===== src/rtl/fifo_burst_drain.sv =====
// Burst-forming read-side consumer for the synchronous FIFO.
// Optional residual-word flush on idle timeout: define BURST_TIMEOUT_EN.
module fifo_burst_drain #(
  parameter int DATA_WIDTH = 8,
  parameter int BURST_LEN  = 8,
  parameter int TIMEOUT    = 16
) (
  input  logic                  clk,
  input  logic                  reset_n,
  input  logic                  i_fifo_valid,
  input  logic [DATA_WIDTH-1:0] i_fifo_data,
  input  logic                  i_fifo_almostempty,
  output logic                  o_fifo_ready,
  output logic                  o_valid,
  output logic [DATA_WIDTH-1:0] o_data,
  output logic                  o_sop,
  output logic                  o_eop,
  input  logic                  i_ready,
  output logic                  o_busy
);

  localparam int CW = $clog2(BURST_LEN) + 1;

  if (BURST_LEN < 2 || TIMEOUT < 1) begin : g_bad_param
    $error("fifo_burst_drain: BURST_LEN must be >= 2 and TIMEOUT >= 1");
  end

  typedef enum logic [1:0] {
    IDLE  = 2'd0,
    BURST = 2'd1,
    FLUSH = 2'd2
  } state_t;

  state_t          state_q, state_d;
  logic [CW-1:0]   beat_q, beat_d;

  logic [DATA_WIDTH-1:0] buf_data [2];
  logic [1:0]      buf_sop;
  logic [1:0]      buf_eop;
  logic            wr_ptr;
  logic            rd_ptr;
  logic [1:0]      occ;

  logic            pop;
  logic            xfer;
  logic            allow;
  logic            last_beat;
  logic            tag_sop;
  logic            tag_eop;

  assign last_beat = (beat_q == CW'(BURST_LEN - 1));
  assign allow     = (state_q == FLUSH) | (beat_q < CW'(BURST_LEN));

  // Pop request depends only on registered state and occupancy.
  assign o_fifo_ready = (state_q != IDLE) & (occ < 2'd2) & allow;

  assign pop  = o_fifo_ready & i_fifo_valid;
  assign xfer = o_valid & i_ready;

  assign tag_sop = (state_q == FLUSH) | (beat_q == '0);
  assign tag_eop = (state_q == FLUSH) | last_beat;

  assign o_valid = (occ != 2'd0);
  assign o_data  = buf_data[rd_ptr];
  assign o_sop   = buf_sop[rd_ptr];
  assign o_eop   = buf_eop[rd_ptr];
  assign o_busy  = (state_q != IDLE) | (occ != 2'd0);

`ifdef BURST_TIMEOUT_EN
  localparam int TW = $clog2(TIMEOUT + 1);

  logic [TW-1:0] tcnt_q;
  logic          timeout_hit;

  assign timeout_hit = i_fifo_valid & (tcnt_q == TW'(TIMEOUT - 1));

  // Idle timer: counts cycles of residual data sitting below threshold.
  always_ff @(posedge clk or negedge reset_n) begin
    if (!reset_n) begin
      tcnt_q <= '0;
    end else if (pop || !i_fifo_valid ||
                 state_q != IDLE || state_d != IDLE) begin
      tcnt_q <= '0;
    end else if (tcnt_q != TW'(TIMEOUT)) begin
      tcnt_q <= tcnt_q + 1'b1;
    end
  end
`else
  logic timeout_hit;

  assign timeout_hit = 1'b0;
`endif

  // State and beat counter registers.
  always_ff @(posedge clk or negedge reset_n) begin
    if (!reset_n) begin
      state_q <= IDLE;
      beat_q  <= '0;
    end else begin
      state_q <= state_d;
      beat_q  <= beat_d;
    end
  end

  // Burst launch, back-to-back continuation and flush exit.
  always_comb begin
    state_d = state_q;
    beat_d  = beat_q;
    unique case (state_q)
      IDLE: begin
        if (!i_fifo_almostempty) begin
          state_d = BURST;
          beat_d  = '0;
        end else if (timeout_hit) begin
          state_d = FLUSH;
        end
      end
      BURST: begin
        if (pop) begin
          if (last_beat) begin
            beat_d = '0;
            if (i_fifo_almostempty) begin
              state_d = IDLE;
            end
          end else begin
            beat_d = beat_q + 1'b1;
          end
        end
      end
      FLUSH: begin
        if (!i_fifo_valid || !i_fifo_almostempty) begin
          state_d = IDLE;
        end
      end
      default: begin
        state_d = IDLE;
        beat_d  = '0;
      end
    endcase
  end

  // Two-entry output buffer, written on pop, read on transfer.
  always_ff @(posedge clk or negedge reset_n) begin
    if (!reset_n) begin
      for (int i = 0; i < 2; i++) begin
        buf_data[i] <= '0;
      end
      buf_sop <= '0;
      buf_eop <= '0;
      wr_ptr  <= 1'b0;
      rd_ptr  <= 1'b0;
      occ     <= 2'd0;
    end else begin
      if (pop) begin
        buf_data[wr_ptr] <= i_fifo_data;
        buf_sop[wr_ptr]  <= tag_sop;
        buf_eop[wr_ptr]  <= tag_eop;
        wr_ptr           <= ~wr_ptr;
      end
      if (xfer) begin
        rd_ptr <= ~rd_ptr;
      end
      unique case ({pop, xfer})
        2'b10:   occ <= occ + 2'd1;
        2'b01:   occ <= occ - 2'd1;
        default: occ <= occ;
      endcase
    end
  end

endmodule


===== config.mk =====
export PLATFORM = sky130hd
export DESIGN_NAME = fifo_burst_drain
export DESIGN_NICKNAME = d
export VERILOG_FILES = /design/src/rtl/fifo_burst_drain.sv
export SDC_FILE = /design/constraint.sdc
export NUM_CORES = 1
export LEC_CHECK = 0
export ABC_AREA = 1
export BUFFER_PORTS_ARGS = -buffer_cell sky130_fd_sc_hd__buf_2
export CAP_MARGIN = 30
export CORE_MARGIN = 1
export CORE_UTILIZATION = 35
export CTS_BUF_LIST = sky130_fd_sc_hd__clkbuf_4 sky130_fd_sc_hd__clkbuf_8
export DETAILED_ROUTE_END_ITERATION = 8
export PLACE_DENSITY = 0.65
export SYNTH_ARGS = -nofsm -noshare
export SYNTH_HDL_FRONTEND = slang
export SYNTH_SLANG_ARGS = --single-unit

===== constraint.sdc =====
create_clock -name clk -period 2.9 [get_ports clk]
set_input_delay 0 -clock clk [delete_from_list [all_inputs] [get_ports clk]]
set_output_delay 0 -clock clk [all_outputs]
set_load 0.03 [all_outputs]

==> impl_metrics.tcl, run 1 <==
set metrics [dict create \
    design.die.area_sq_um 4490 \
    synth.ff_latch_count 29 \
    yosysUniqueCellTypes 20 \
    clock_sink_count 29 \
    fmax_ghz 0.630 \
    clock_tree.htree_level_count 2 \
    synth-main-ff-cell "sky130_fd_sc_hd__dfrtp_1" \
    yosys.area.top_type "sky130_fd_sc_hd__dfrtp_1" \
    irDropWorstVdd_mv 0.371 \
    synth_area_sq_um 1480 \
    postCtsResizedCells 0 \
    cellInternalPower_w 0.00104 \
    synthesis.instances 190 \
    first_global_vias 1143 \
    finalClockSkew_ns 0.00978 \
    crit_required_ns 3.11 \
    period_minus_slack_ns 1.59 \
    cp.arrival_ns 1.80 \
    drv.max_cap_violation_count 0 \
    cts-root-buf "sky130_fd_sc_hd__clkbuf_8" \
    worstPathMaxFanout 22 \
    worstSetupStartpointType "register" \
    antennaDiodeCount 0 \
    timing.max_slew.rel_slack 0.493 \
    global_route.overflow_total 0 \
    synthArstFlopShare 1.00 \
    timing.final.hold_violations 0 \
    cts_buffers 5 \
    synth_top_area_share 0.490 \
    syn_nets 206 \
    average_wire_length_per_cell_after_detail_routing_microns 11.0 \
    clock_tree_from_tritoncts "built" \
    netSwitchingFraction 0.469 \
    dr_total_vias 1283 \
    p_switching_w 0.000915 \
    grt_first_pass_wirelength_microns 5230 \
    drt.antenna.violating_nets 0 \
    core-area_sq_um 4030 \
    path_class "register to register" \
    rows 23 \
    clk-insertion-delay-late_ns 0.28 \
    first_pass_iters 4 \
    yosys_warnings 0 \
    timing.final.max_slew_violations 0 \
    top_level_ports 26 \
    height_of_the_die_microns 67.0 \
    post_synth_edffs 0 \
    viasPerCell 4.65 \
    flow.area_growth_from_synthesis_pct 22.3 \
    period_utilization 0.547 \
    power.clock.fraction 0.165 \
    yosys-top-cells-area "sky130_fd_sc_hd__dfrtp_1 49%, sky130_fd_sc_hd__nand2_1 23%, sky130_fd_sc_hd__nand3_1 9.8%" \
    initial_utilization 0.367 \
    layout-drive-gt1-share 0.190 \
    power.density_nw_per_um2 1080 \
    remaining_drc_errors 0 \
    synth_top_cells_by_count "90 x sky130_fd_sc_hd__nand2_1, 29 x sky130_fd_sc_hd__dfrtp_1, 29 x sky130_fd_sc_hd__nand3_1" \
    p_seq_frac 0.375 \
    power_w 0.00195 \
    fin_nets 241 \
    grt_start_max_net_pins 30 \
    outcome "complete, no violations" \
    port-buffer-count 25 \
    place_hpwl_microns 2070 \
    cts.clk_slew.worst_paths_ns 0.07 \
    synthMostInstantiatedCell "sky130_fd_sc_hd__nand2_1" \
    totalNegativeSetupSlack_ns 0 \
    p_comb_frac 0.460 \
    grt_setup_unrepaired "false" \
    synth_area_per_cell_sq_um 7.79 \
    min_path_type "input port to register" \
    worst-slew-pin-transition_ns 0.760 \
    cts.path.max_buffers 2 \
    detail_route.wirelength_microns 3040 \
    gpl.final_weighted_congestion 0.806 \
    seq_area_frac_synth 0.490 \
    antenna_found_initial 0 \
    dieWidth_microns 67.0 \
    static-leakage-power_nw 1.03 \
    globalRouteTotalUtil 0.161 \
    critPathCaptureType "register" \
    drt_iter0_drc 88 \
    setup-violations-final 0 \
]
==> routing by layer <==
metal / part of all wire / vias to the layer above / GRT usage
met5: 0 / - / 0
met4: 0.018 / 0 / 0.0824
met3: 0.041 / 6 / 0.0445
met2: 0.47 / 21 / 0.235
met1: 0.47 / 591 / 0.214
li1: - / 665 / -
==> area by class of cell <==
type,count,area [sq um]
Tap cell,50,62.6
Timing Repair Buffer,35,225
Clock buffer,5,68.8
Clock inverter,3,17.5
Fill cell,423,2220
Multi-Input combinational cell,139,654
Sequential cell,29,726
Inverter,15,56.3
==> placed cells by master (no fill, tap or decap) <==
cell	instances
sky130_fd_sc_hd__buf_2	25
sky130_fd_sc_hd__nand2_1	90
sky130_fd_sc_hd__or2_2	1
sky130_fd_sc_hd__nand3_2	1
sky130_fd_sc_hd__nand3_1	29
sky130_fd_sc_hd__nor3_1	1
sky130_fd_sc_hd__inv_2	3
sky130_fd_sc_hd__clkbuf_8	5
sky130_fd_sc_hd__dlygate4sd3_1	10
sky130_fd_sc_hd__nand4_4	1
sky130_fd_sc_hd__nor2_4	1
sky130_fd_sc_hd__xor2_1	2
sky130_fd_sc_hd__xnor2_1	1
sky130_fd_sc_hd__clkinvlp_4	1
sky130_fd_sc_hd__inv_1	12
sky130_fd_sc_hd__nor2_2	1
sky130_fd_sc_hd__dfrtp_1	29
sky130_fd_sc_hd__clkinv_2	2
sky130_fd_sc_hd__nand4_2	2
sky130_fd_sc_hd__nor2_1	6
sky130_fd_sc_hd__ha_1	3
==> critical path, stage by stage (launching register included) <==
cell	delay (ns)
sky130_fd_sc_hd__dfrtp_1	0.45
sky130_fd_sc_hd__inv_2	0.11
sky130_fd_sc_hd__nand3_2	0.08
sky130_fd_sc_hd__nor2_2	0.59
sky130_fd_sc_hd__nand3_1	0.16
sky130_fd_sc_hd__nand2_1	0.11
==> timing repair <==
item,in CTS,in global routing
hold buffers,10,0
endpoints found under the hold margin,46,0
buffers inserted,0,0
==> power groups by stage <==
stage / registers, W / logic [W] / clock network (W)
after detailed placement: 0.000739 / 0.000904 / 0
final: 0.000733 / 0.000897 / 0.000323
after CTS: 0.000733 / 0.000918 / 0.000335
after floorplan: 0.000675 / 0.000758 / 0
after global placement: 0.000736 / 0.000888 / 0
after global routing: 0.000764 / 0.00103 / 0.000355
==> cells by family (layout without fill, tap and decap cells) <==
family                   after synthesis  after routing  share of synthesized area
XOR/XNOR                               3              3                     0.0178
AND/OR/NAND/NOR                      133            133                      0.399
buffers and inverters                 22             58                     0.0676
adder cells (fa/ha/maj)                3              3                     0.0254
flip-flops                            29             29                      0.490
==> per-stage QoR <==
stage               std cells  area [sq um]  hold WS, ns  utilization  worst slack (ns)
floorplan                 190          1480       -0.296            -              1.31
global placement          258          1620       0.0649        0.403              1.32
detailed placement        258          1620       0.0698        0.403              1.31
CTS                       276          1810       0.0185        0.449              1.29
global route              276          1810       0.0189        0.449              1.10
finish                    276          1810       0.0152        0.449              1.31
==> registers in the layout (all words and copies together), names as in the netlist <==
register,flops
buf_data,16
buf_sop,2
state_q,1
rd_ptr,1
buf_eop,2
beat_q,4
occ,2
wr_ptr,1
==> worst paths after layout <==
check	depth (start not counted)	endpoint	slack [ns]	start
setup / recovery	5	buf_data[0]$_DFFE_PN0P_	1.31	beat_q[3]$_DFFE_PN0P_
hold / removal	3	rd_ptr$_DFFE_PN0P_	0.02	i_ready
setup reg to reg	5	buf_data[0]$_DFFE_PN0P_	1.31	beat_q[3]$_DFFE_PN0P_
hold reg to reg	2	buf_data[4]$_DFFE_PN0P_	0.48	buf_data[4]$_DFFE_PN0P_
max in group asynchronous	2	beat_q[2]$_DFFE_PN0P_	2.20	reset_n
min in group asynchronous	2	occ[0]$_DFFE_PN0P_	0.28	reset_n
No activity file was read; power rests on OpenSTA's default activity.
==> run 2: changes to the inputs <==
clock period = 1.6 ns   (was 2.9 ns; I/O delays follow)
==> run 2 against run 1 <==
Fmax rose by 13%. Critical path depth rose by 3. Setup slack got worse by 1.1 ns. Highest routed layer unchanged. Via count rose by 0.70%. Critical path type unchanged. First-iteration DRC count rose by 5.7%.
==> impl_metrics.tcl, run 2 (synthesis gave the netlist of run 1 again) <==
set metrics [dict create \
    crit_required_ns 1.76 \
    min_path_type "input port to register" \
    worst-slew-pin-transition_ns 0.648 \
    timing.final.max_slew_violations 0 \
    worstPathMaxFanout 3 \
    antennaDiodeCount 0 \
    antenna_found_initial 0 \
    viasPerCell 4.58 \
    drt.antenna.violating_nets 0 \
    critPathCaptureType "register" \
    dr_total_vias 1292 \
    timing.max_slew.rel_slack 0.568 \
    fin_nets 247 \
    power.density_nw_per_um2 1980 \
    min_delay_path_depth 3 \
    cts-root-buf "sky130_fd_sc_hd__clkbuf_8" \
    dr_wl_met3_microns 119 \
    clock_tree.htree_level_count 2 \
    top_level_ports 26 \
    clock_sink_count 29 \
    grt_first_pass_wirelength_microns 5180 \
    detail_route.wirelength_microns 3140 \
    drt_iter0_drc 93 \
    postCtsResizedCells 0 \
    average_wire_length_per_cell_after_detail_routing_microns 11.1 \
    rows 23 \
    initial_utilization 0.367 \
    setup-violations-final 0 \
    layout.filler_cells 410 \
    worstSetupStartpointType "register" \
    flow.area_growth_from_synthesis_pct 25.4 \
    layout-drive-gt1-share 0.211 \
    irDropWorstVdd_mv 0.599 \
    height_of_the_die_microns 67.0 \
    static-leakage-power_nw 1.07 \
    grt_setup_unrepaired "false" \
    cts_buffers 5 \
    layout.cells.most_common_list "90 x sky130_fd_sc_hd__nand2_1, 29 x sky130_fd_sc_hd__nand3_1, 29 x sky130_fd_sc_hd__dfrtp_1" \
    place_hpwl_microns 2060 \
    gpl.final_weighted_congestion 0.753 \
    largest_registers "buf_data: 16 flops, beat_q: 4 flops" \
    finalClockSkew_ns 0.00629 \
    whs_ns 0.00819 \
    core-area_sq_um 4030 \
    fmax_ghz 0.715 \
    period_minus_slack_ns 1.40 \
    totalNegativeSetupSlack_ns 0 \
    largest_register "buf_data" \
    global_route.overflow_total 0 \
    post_cts_buffers 0 \
    first_global_vias 1102 \
    power_w 0.00367 \
    cts.path.max_buffers 2 \
    design.die.area_sq_um 4490 \
    period_utilization 0.874 \
    core_util_final 0.461 \
    cp.arrival_ns 1.56 \
    path_class "register to register" \
    cts-hold-fix-buffers 10 \
    first_pass_iters 4 \
    port-buffer-count 25 \
    outcome "complete, no violations" \
    globalRouteTotalUtil 0.157 \
    detail_route.wirelength.met1_microns 1460 \
    cts.clk_slew.worst_paths_ns 0.06 \
    pre_cts_slack_ns 0.202 \
    timing.final.hold_violations 0 \
    worst-r2r-cell-count 8 \
    grt_start_max_net_pins 30 \
    dieWidth_microns 67.0 \
    clock_tree_from_tritoncts "built" \
    wl_met2_microns 1530 \
    setup_ws_ns 0.202 \
    top_layer_used "met4" \
    remaining_drc_errors 0 \
    clk-insertion-delay-late_ns 0.28 \
    most_common_cell_after_layout_fill_and_taps_aside "sky130_fd_sc_hd__nand2_1" \
    drv.max_cap_violation_count 0 \
    max_ffs_per_register 16 \
]
[run 2: worst max-delay path, cell delays in order (launching register included)]
cell and delay (ns):
sky130_fd_sc_hd__dfrtp_1 0.40, sky130_fd_sc_hd__inv_1 0.10, sky130_fd_sc_hd__nand2_1 0.07, sky130_fd_sc_hd__nand2_1 0.09, sky130_fd_sc_hd__inv_1 0.05, sky130_fd_sc_hd__ha_1 0.29, sky130_fd_sc_hd__inv_1 0.06, sky130_fd_sc_hd__nand3_1 0.08
sky130_fd_sc_hd__xor2_1 0.14
[run 2: path summary, 6_finish.rpt]
kind	start	end	slack, ns
worst min register to register	buf_data[15]$_DFFE_PN0P_	buf_data[15]$_DFFE_PN0P_	0.48
min in group asynchronous	reset_n	buf_data[6]$_DFFE_PN0P_	0.29
worst min-delay path	i_ready	rd_ptr$_DFFE_PN0P_	0.008
worst max-delay path	occ[0]$_DFFE_PN0P_	occ[1]$_DFFE_PN0P_	0.20
max in group asynchronous	reset_n	buf_data[15]$_DFFE_PN0P_	0.89
worst max register to register	occ[0]$_DFFE_PN0P_	occ[1]$_DFFE_PN0P_	0.20
[run 2: metal layers]
metal,vias up,track usage
met2,25,0.245
met4,0,0.0479
met5,-,0
li1,675,-
met1,588,0.204
met3,4,0.0514
[run 2: where the power goes]
part	switching, W	internal [W]	total [W]
sequential	0.000192	0.00105	0.00124
combinational	0.00121	0.000614	0.00183
clock	0.000282	0.000318	0.000600
total	0.00169	0.00198	0.00367
[run 2: through the flow]
step | std cells | instance area [sq um]
floorplan | 190 | 1480
global route | 282 | 1860
detailed placement | 264 | 1670
CTS | 282 | 1860
finish | 282 | 1860
global placement | 264 | 1670
[run 2: cell type report]
| cell class | instances | area, sq um | share of cell area |
|---|---|---|---|
| Sequential cell | 29 | 726 | 0.391 |
| Multi-Input combinational cell | 139 | 654 | 0.353 |
| Timing Repair Buffer | 41 | 270 | 0.146 |
| Clock buffer | 6 | 76.3 | 0.0411 |
| Tap cell | 50 | 62.6 | 0.0337 |
| Inverter | 15 | 56.3 | 0.0303 |
| Clock inverter | 2 | 10.0 | 0.00539 |
==> run 3: changes to the inputs <==
CORE_MARGIN = unset   (was 1)
CORE_UTILIZATION = 38   (was 35)
PLACE_DENSITY = 0.69   (was 0.65)
==> run 3 against run 2 <==
Sequential share of layout area increased by 0.21 points. Largest power group unchanged. Flip-flop and latch count is the same. Highest routed layer unchanged. Clock skew is 0.0012 ns lower. Cell count down 1.1%. Worst hold slack worse by 0.0018 ns. Clock power down 1%.
==> impl_metrics.tcl, run 3 (synthesis gave the netlist of run 1 again) <==
set metrics [dict create \
    outcome "complete, no violations" \
    holdCritStartpoint "i_ready" \
    p_switching_w 0.00171 \
    timing.final.hold_violations 0 \
    viasPerCell 4.61 \
    clk-insertion-delay-late_ns 0.28 \
    cp.buffers_inverters 3 \
    crit_required_ns 1.77 \
    first_global_vias 1254 \
    gpl.final_weighted_congestion 0.739 \
    p_comb_frac 0.499 \
    initial_utilization 0.401 \
    clock_tree_from_tritoncts "built" \
    timing.max_slew.rel_slack 0.563 \
    grt_start_max_net_pins 30 \
    flow.area_growth_from_synthesis_pct 24.7 \
    place_hpwl_microns 2070 \
    power.clock.fraction 0.162 \
    clock_tree.htree_level_count 2 \
    irDropWorstVdd_mv 0.699 \
    fmax_ghz 0.671 \
    cpMaxStageDelayCell "sky130_fd_sc_hd__dfrtp_1" \
    average_wire_length_per_cell_after_detail_routing_microns 11.4 \
    remaining_drc_errors 0 \
    worstReg2RegStart "occ[1]$_DFFE_PN0P_" \
    min_path_type "input port to register" \
    path_delay_family "flip-flops" \
    rows 22 \
    cts-root-buf "sky130_fd_sc_hd__clkbuf_8" \
    drv.max_cap_violation_count 0 \
    worstPathMaxFanout 7 \
    antenna_found_initial 0 \
    largest_register "buf_data" \
    fin_nets 246 \
    cts_buffers 5 \
    ff2ff_setup_slack_ns 0.11 \
    grt_first_pass_wirelength_microns 5530 \
    worstSetupStartpointType "register" \
    cts.path.max_buffers 2 \
    largest_registers "buf_data: 16 flops, beat_q: 4 flops" \
    drt_iter0_drc 53 \
    clock_sink_count 29 \
    dr_total_vias 1285 \
    dieWidth_microns 64.4 \
    cts.clk_slew.worst_paths_ns 0.07 \
    critPathLaunch "occ[1]$_DFFE_PN0P_" \
    worst-slew-pin-transition_ns 0.655 \
    dp.cells 261 \
    period_utilization 0.932 \
    detail_route.wirelength_microns 3190 \
    period_minus_slack_ns 1.49 \
    setup-violations-final 0 \
    cellInternalPower_w 0.00195 \
    final-instance-count-excl-fill 279 \
    post_cts_buffers 0 \
    finalClockSkew_ns 0.00507 \
    grt_setup_unrepaired "false" \
    design.die.area_sq_um 4150 \
    netSwitchingFraction 0.467 \
    pre_cts_slack_ns 0.131 \
    max_ffs_per_register 16 \
    global_route.overflow_total 0 \
    critical_path.cell_chain "inv_2 -> nand2_1 -> nand2_1 -> inv_1 -> ha_1 -> inv_1 -> nand3_1 -> xor2_1" \
    setup_ws_ns 0.109 \
    core-area_sq_um 3690 \
    critPathCaptureType "register" \
    totalNegativeSetupSlack_ns 0 \
    critical-path-max-stage-delay_ns 0.38 \
    antennaDiodeCount 0 \
    port-buffer-count 25 \
    layout.filler_cells 388 \
    first_pass_iters 4 \
    timing.final.max_slew_violations 0 \
    path_class "register to register" \
    p_seq_frac 0.340 \
    globalRouteTotalUtil 0.178 \
    layout.cells.most_common_list "90 x sky130_fd_sc_hd__nand2_1, 29 x sky130_fd_sc_hd__nand3_1, 29 x sky130_fd_sc_hd__dfrtp_1" \
    drt.antenna.violating_nets 0 \
    static-leakage-power_nw 1.06 \
    top_level_ports 26 \
    layout-drive-gt1-share 0.208 \
    power.density_nw_per_um2 1980 \
    most_common_cell_after_layout_fill_and_taps_aside "sky130_fd_sc_hd__nand2_1" \
    cp.arrival_ns 1.66 \
    height_of_the_die_microns 64.4 \
]
[run 3: changes by cell type in the layout (fill, tap and decap cells not counted)]
cell	before	now
sky130_fd_sc_hd__clkinvlp_4	0	1
sky130_fd_sc_hd__buf_4	6	5
sky130_fd_sc_hd__clkbuf_4	1	0
[run 3: final timing paths]
path                            depth (start not counted)                      to
worst max register to register                          8      occ[1]$_DFFE_PN0P_
max in group asynchronous                               2   beat_q[3]$_DFFE_PN0P_
worst min register to register                          2  buf_sop[1]$_DFFE_PN0P_
worst max-delay path                                    8      occ[1]$_DFFE_PN0P_
min in group asynchronous                               2  state_q[0]$_DFFE_PN0P_
worst min-delay path                                    3      rd_ptr$_DFFE_PN0P_
[run 3: through the flow]
stage / total power, W / util / hold slack (ns) / cell area, sq um
6_report: 0.00366 / 0.500 / 0.00640 / 1850
5_1_grt: 0.00399 / 0.500 / 0.0169 / 1850
4_1_cts: 0.00370 / 0.500 / 0.000286 / 1850
3_5_place_dp: 0.00307 / 0.450 / 0.0635 / 1660
3_3_place_gp: 0.00303 / 0.450 / 0.0596 / 1660
2_1_floorplan: 0.00260 / - / -0.296 / 1480
[run 3: power groups by stage]
stage | sequential, W | combinational, W | clock, W
6_report | 0.00124 | 0.00183 | 0.000592
5_1_grt | 0.00129 | 0.00205 | 0.000652
4_1_cts | 0.00124 | 0.00184 | 0.000616
3_5_place_dp | 0.00125 | 0.00182 | 0
3_3_place_gp | 0.00124 | 0.00179 | 0
2_1_floorplan | 0.00122 | 0.00137 | 0
[run 3: layout make-up]
type | count | area, sq um | area share
Clock buffer | 5 | 68.8 | 0.0373
Clock inverter | 3 | 17.5 | 0.00949
Inverter | 15 | 56.3 | 0.0305
Multi-Input combinational cell | 139 | 654 | 0.355
Sequential cell | 29 | 726 | 0.393
Tap cell | 48 | 60.1 | 0.0325
Timing Repair Buffer | 40 | 263 | 0.142
[run 3: what timing repair did]
item                                    CTS  global route
hold buffers                             10             0
gates resized for setup                   0             0
endpoints found under the hold margin    46             0
endpoints found under the setup margin    0             0
[run 3: worst reg2reg max path, delay by kind of cell, from the launching register on]
kind	cells	cell delay (ns)
buffers and inverters	3	0.28
adder cells (fa/ha/maj)	1	0.30
XOR/XNOR	1	0.14
AND/OR/NAND/NOR	3	0.27
flip-flops	1	0.38
[run 3: metal layers]
| metal | wire length (microns) | GRT usage | up-vias |
|---|---|---|---|
| met3 | 176 | 0.0475 | 6 |
| li1 | - | - | 675 |
| met5 | 0 | 0 | - |
| met1 | 1520 | 0.221 | 573 |
| met2 | 1420 | 0.283 | 31 |
| met4 | 67 | 0.0917 | 0 |
